File: src/rtl/bcd_pkg.sv
// Shared constants, FSM state type and digit helpers for the bcd_to_binary converter.
package bcd_pkg;

    localparam int unsigned NDIG   = 4;
    localparam int unsigned BIN_W  = 14;
    localparam int unsigned BCD_W  = 4 * NDIG;
    localparam int unsigned WORK_W = BCD_W + BIN_W;
    localparam int unsigned CNT_W  = $clog2(BIN_W + 1);

    localparam logic [3:0] DIGIT_MAX  = 4'd9;
    localparam logic [3:0] ADJ_THRESH = 4'd8;
    localparam logic [3:0] ADJ_SUB    = 4'd3;

    typedef enum logic [1:0] {
        IDLE,
        CONV,
        DONE
    } state_e;

    function automatic logic bcd_has_bad_digit(input logic [BCD_W-1:0] v);
        logic bad;
        bad = 1'b0;
        for (int unsigned i = 0; i < NDIG; i++) begin
            if (v[4*i +: 4] > DIGIT_MAX) begin
                bad = 1'b1;
            end
        end
        return bad;
    endfunction

    // Horner evaluation with x*10 = (x << 3) + (x << 1), so no multiplier is built.
    function automatic logic [BIN_W-1:0] bcd_weighted_sum(input logic [BCD_W-1:0] v);
        logic [BIN_W-1:0] acc;
        acc = '0;
        for (int unsigned i = 0; i < NDIG; i++) begin
            acc = (acc << 3) + (acc << 1) + BIN_W'(v[4*(NDIG-1-i) +: 4]);
        end
        return acc;
    endfunction

endpackage

File: src/rtl/bcd_digit_adj.sv
// One reverse double-dabble correction: a digit nibble of 8 or more gets 3 subtracted.
module bcd_digit_adj
    import bcd_pkg::*;
(
    input  logic [3:0] din,
    output logic [3:0] dout
);

    assign dout = (din >= ADJ_THRESH) ? (din - ADJ_SUB) : din;

endmodule

File: src/rtl/bcd_to_binary.sv
// Packed BCD to binary converter with start/valid handshake (reverse double-dabble).
// Define BCD2BIN_FAST_EN for the single-pass shift-add build with no CONV state.
module bcd_to_binary
    import bcd_pkg::*;
(
    input  logic             clk,
    input  logic             rst_n,
    input  logic             start,
    input  logic [BCD_W-1:0] bcd,
    output logic             busy,
    output logic [BIN_W-1:0] bin,
    output logic             valid,
    output logic             err
);

    logic [BIN_W-1:0] bin_q, bin_d;
    logic             valid_q, valid_d;
    logic             err_q, err_d;
    logic             bad_in;

    assign bad_in = bcd_has_bad_digit(bcd);

`ifdef BCD2BIN_FAST_EN

    logic             pend_q;
    logic             tag_q;
    logic [BIN_W-1:0] res_q;

    // Capture stage: result and error tag are formed at the capture edge, published one edge later.
    always_ff @(posedge clk or negedge rst_n) begin
        if (!rst_n) begin
            pend_q <= 1'b0;
            tag_q  <= 1'b0;
            res_q  <= '0;
        end else begin
            pend_q <= start;
            if (start) begin
                tag_q <= bad_in;
                res_q <= bad_in ? '0 : bcd_weighted_sum(bcd);
            end
        end
    end

    always_comb begin
        bin_d   = bin_q;
        err_d   = err_q;
        valid_d = pend_q;
        if (pend_q) begin
            bin_d = res_q;
            err_d = tag_q;
        end
    end

    assign busy = 1'b0;

`else

    state_e            state_q, state_d;
    logic [WORK_W-1:0] work_q, work_d;
    logic [WORK_W-1:0] shifted, stepped;
    logic [CNT_W-1:0]  cnt_q, cnt_d;
    logic              tag_q, tag_d;

    assign shifted                 = work_q >> 1;
    assign stepped[BIN_W-1:0]      = shifted[BIN_W-1:0];

    for (genvar gi = 0; gi < NDIG; gi++) begin : g_adj
        bcd_digit_adj u_adj (
            .din  (shifted[BIN_W + 4*gi +: 4]),
            .dout (stepped[BIN_W + 4*gi +: 4])
        );
    end

    always_comb begin
        state_d = state_q;
        work_d  = work_q;
        cnt_d   = cnt_q;
        tag_d   = tag_q;
        bin_d   = bin_q;
        err_d   = err_q;
        valid_d = 1'b0;
        unique case (state_q)
            IDLE: begin
                if (start) begin
                    work_d  = {bcd, {BIN_W{1'b0}}};
                    tag_d   = bad_in;
                    cnt_d   = '0;
                    state_d = bad_in ? DONE : CONV;
                end
            end
            CONV: begin
                work_d = stepped;
                cnt_d  = cnt_q + 1'b1;
                if (cnt_q == CNT_W'(BIN_W - 1)) begin
                    state_d = DONE;
                end
            end
            DONE: begin
                bin_d   = tag_q ? '0 : work_q[BIN_W-1:0];
                err_d   = tag_q;
                valid_d = 1'b1;
                state_d = IDLE;
            end
            default: state_d = IDLE;
        endcase
    end

    always_ff @(posedge clk or negedge rst_n) begin
        if (!rst_n) begin
            state_q <= IDLE;
            work_q  <= '0;
            cnt_q   <= '0;
            tag_q   <= 1'b0;
        end else begin
            state_q <= state_d;
            work_q  <= work_d;
            cnt_q   <= cnt_d;
            tag_q   <= tag_d;
        end
    end

    assign busy = (state_q != IDLE);

`endif

    always_ff @(posedge clk or negedge rst_n) begin
        if (!rst_n) begin
            bin_q   <= '0;
            valid_q <= 1'b0;
            err_q   <= 1'b0;
        end else begin
            bin_q   <= bin_d;
            valid_q <= valid_d;
            err_q   <= err_d;
        end
    end

    assign bin   = bin_q;
    assign valid = valid_q;
    assign err   = err_q;

endmodule

File: config.mk
export PLATFORM = sky130hd
export DESIGN_NAME = bcd_to_binary
export DESIGN_NICKNAME = d
export VERILOG_FILES = /design/src/rtl/bcd_pkg.sv /design/src/rtl/bcd_digit_adj.sv /design/src/rtl/bcd_to_binary.sv
export SDC_FILE = /design/constraint.sdc
export NUM_CORES = 1
export LEC_CHECK = 0
export ABC_CLOCK_PERIOD_IN_PS = 3800
export CORE_MARGIN = 2
export CORE_UTILIZATION = 58
export CTS_CLUSTER_DIAMETER = 30
export DETAILED_ROUTE_END_ITERATION = 10
export PLACE_DENSITY = 0.95
export SYNTH_ARGS = -nofsm -noshare
export SYNTH_HDL_FRONTEND = slang
export SYNTH_SLANG_ARGS = --single-unit
File: constraint.sdc
create_clock -name clk -period 3.8 [get_ports clk]
set_clock_uncertainty 0.1 [all_clocks]
set_input_delay 0.76 -clock clk [delete_from_list [all_inputs] [get_ports clk]]
set_output_delay 0.76 -clock clk [all_outputs]
set_load 0.01 [all_outputs]
==> metrics.txt <==
status finished, final reports clean; Pre-Repair DR Iteration Count 4; CP max FO 15; vias in the first global route 1831; Netlist cell types 34; final core occ 71.9%; I/O Buffers 35; Yosys Warn Count 0; pwr/cell area 611 nW/um^2; Initial DRC Count 181; WL met3 241 um; Reg2Reg Launch Point state_q[0]$_DFFE_PN0P_; Tmin final 2760 ps; Worst Path Class, Setup flip-flop to primary output; Yosys reg bits 53; die footprint 4780 um^2; unrepaired setup endpoints after global routing no; CP startpoint kind flip-flop; RD Place Congestion 0.778; commonest non-fill, non-tap cell in the layout dfrtp_1; cell area after layout 2900 um^2; routed vias 1794; Setup TNS Final 0 ps; CTS Buf Count 5; Clock Power Share 17.4%; fin crit share 72.7%; Layout area overhead 17.6%; Hold Violations, Final 0; deepest clock path buffer count 2; Net count, final 293; antenna cell count 0; CTS resizes 0; Mapped Cells 236; initial core utilization 61.1%; critical path's slowest cell dfrtp_1; Hold Path Origin bin[0]$_DFFE_PN0P_; GRT overflow 0; r2r worst-path depth 3; WP data arrival 1900 ps; CTS root buffer clkbuf_8; Slew Viols, Final 0; Seq/Total Area, Yosys 53.9%; critical path's largest stage delay 670 ps; Hold Path Sink bin[0]$_DFFE_PN0P_; Seq pwr share 48.7%; Total Routed Length 4540 um; switching share of total power 38.4%; Clock Latency Late Sink 300 ps; Fill cells 312; net count after synthesis 263; CP required 2940 ps; Die H 69.2 um; hold slack 387 ps; Vias/cell 5.66; row count 23; dpl hpwl 3250 um; Syn Std Cell Area 2460 um^2; Metal-1 WL 2040 um; dpl cell area 2810 um^2; sw power 0.000679 W; WL met2 2190 um; layout cells sized above 1 5.24%; Worst slew margin 25.0%; chip width 69.2 um; residual DRC count 0; clk slew on worst S/H paths 90 ps; Slew @ Worst Pin 1130 ps; final setup vio count 0; Core ar. 4030 um^2; Internal Dissipation 0.00109 W; H-tree levels 2; initial antenna violation count 0; combinational power share 33.9%; CTS Hold Bufs 0; Static Leak 1.26 nW; top layer in use met4; r2r setup slk 1560 ps; Peak VDD IR 449 uV; number of placed I/O pins 36; Clock Sinks 53; antenna viol nets, final 0; syn_area_per_cell 10.4 um^2; TritonCTS clock tree yes; commonest cells after routing, fill and taps aside dfrtp_1 (53), clkdlybuf4s50_1 (34), nand2_1 (32); hold path cells 2; postcts setup bufs 0; R2R Path End err$_DFFE_PN0P_; Worst Hold Class flip-flop to flip-flop; fmax 362 MHz; Routed wire per std cell 14.3 um; CP endpoint kind primary output; largest net degree at the start of global routing 54; max-cap viol count 0; GRT Total Usage 21.3%; first-pass GRT wire length 8270 um; crit path cell chain inv_2, nand2_1, clkdlybuf4s50_1
power groups by stage:
stage                     Sequential (W)  Clock (W)  Combinational, W
after floorplan                 0.000806          0          0.000508
after global placement          0.000861          0          0.000575
after detailed placement        0.000870          0          0.000603
after CTS                       0.000861   0.000316          0.000605
after global routing            0.000888   0.000337          0.000678
final                           0.000862   0.000308          0.000600
sequential cells by signal, indices dropped and copies added (netlist names):
signal	cells
bin	14
cnt_q	4
err	1
valid	1
tag_q	1
state_q	2
work_q	30
layout make-up:
cell class                      instances  area (um^2)  share of cell area [%]
Sequential cell                        53         1330                    45.8
Multi-Input combinational cell        160         1030                    35.5
Timing Repair Buffer                   36          353                    12.2
Clock buffer                            6         72.6                    2.51
Tap cell                               50         62.6                    2.16
Inverter                               10         37.5                    1.30
Clock inverter                          2         15.0                   0.519
Yosys cell counts:
cell type | n | area share (%)
buf_1 | 1 | 0.15
a21oi_1 | 4 | 0.81
buf_2 | 8 | 1.6
buf_4 | 1 | 0.30
o21ai_1 | 28 | 5.7
a32oi_1 | 1 | 0.36
a22oi_1 | 7 | 2.1
nor2b_1 | 2 | 0.51
mux2_1 | 2 | 0.91
nand2b_1 | 16 | 4.1
o21ai_0 | 4 | 0.81
nand4_1 | 1 | 0.25
nor2_4 | 1 | 0.46
o21ai_2 | 1 | 0.36
inv_1 | 7 | 1.1
nor2_1 | 10 | 1.5
xnor2_1 | 3 | 1.1
o31ai_1 | 1 | 0.30
nor3_1 | 2 | 0.41
buf_6 | 1 | 0.46
a2bb2oi_1 | 3 | 1.1
o21bai_1 | 1 | 0.30
xor2_1 | 3 | 1.1
a31oi_1 | 1 | 0.25
ha_1 | 8 | 4.1
nand3_1 | 2 | 0.41
dfrtp_1 | 53 | 54
a22o_1 | 15 | 5.3
o22a_1 | 3 | 1.1
inv_2 | 3 | 0.46
mux2i_1 | 8 | 3.3
a32o_1 | 1 | 0.41
clkbuf_1 | 2 | 0.30
nand2_1 | 32 | 4.9
worst max-delay path by stage:
stage	start	end	depth (start not counted)
2_1_floorplan	state_q[0]$_DFFE_PN0P_	busy	3
3_3_place_gp	start	work_q[17]$_DFFE_PN0P_	5
3_5_place_dp	start	work_q[17]$_DFFE_PN0P_	5
4_1_cts	state_q[0]$_DFFE_PN0P_	busy	3
5_1_grt	state_q[0]$_DFFE_PN0P_	busy	3
6_report	state_q[0]$_DFFE_PN0P_	busy	3
metal layers:
layer,track usage [%],vias to the layer above
met4,9.80,0
met5,0,-
met3,4.97,8
li1,-,876
met1,27.4,844
met2,34.2,66
through the flow:
step	power (W)	setup slack [ps]	std cells
2_1_floorplan	0.00131	2140	236
3_3_place_gp	0.00144	1240	309
3_5_place_dp	0.00147	1200	309
4_1_cts	0.00178	1030	317
5_1_grt	0.00190	968	317
6_report	0.00177	1040	317
kinds of logic after synthesis:
| group | Yosys count | share of synthesized area, % |
|---|---|---|
| AOI/OAI and AO/OA | 70 | 18.9 |
| xor gates and xnor gates | 6 | 2.13 |
| adders and majority gates | 8 | 4.07 |
| buffers and inverters | 23 | 4.37 |
| DFF | 53 | 53.9 |
| muxes | 10 | 4.17 |
| and+or+nand+nor | 66 | 12.5 |
worst max-delay path, delay by kind of cell (launching register included):
kind	cells	cell delay [ps]
flip-flops	1	670
buffers and inverters	2	800
AND/OR/NAND/NOR	1	130
Note: power is estimated with default switching activity, not from simulation.
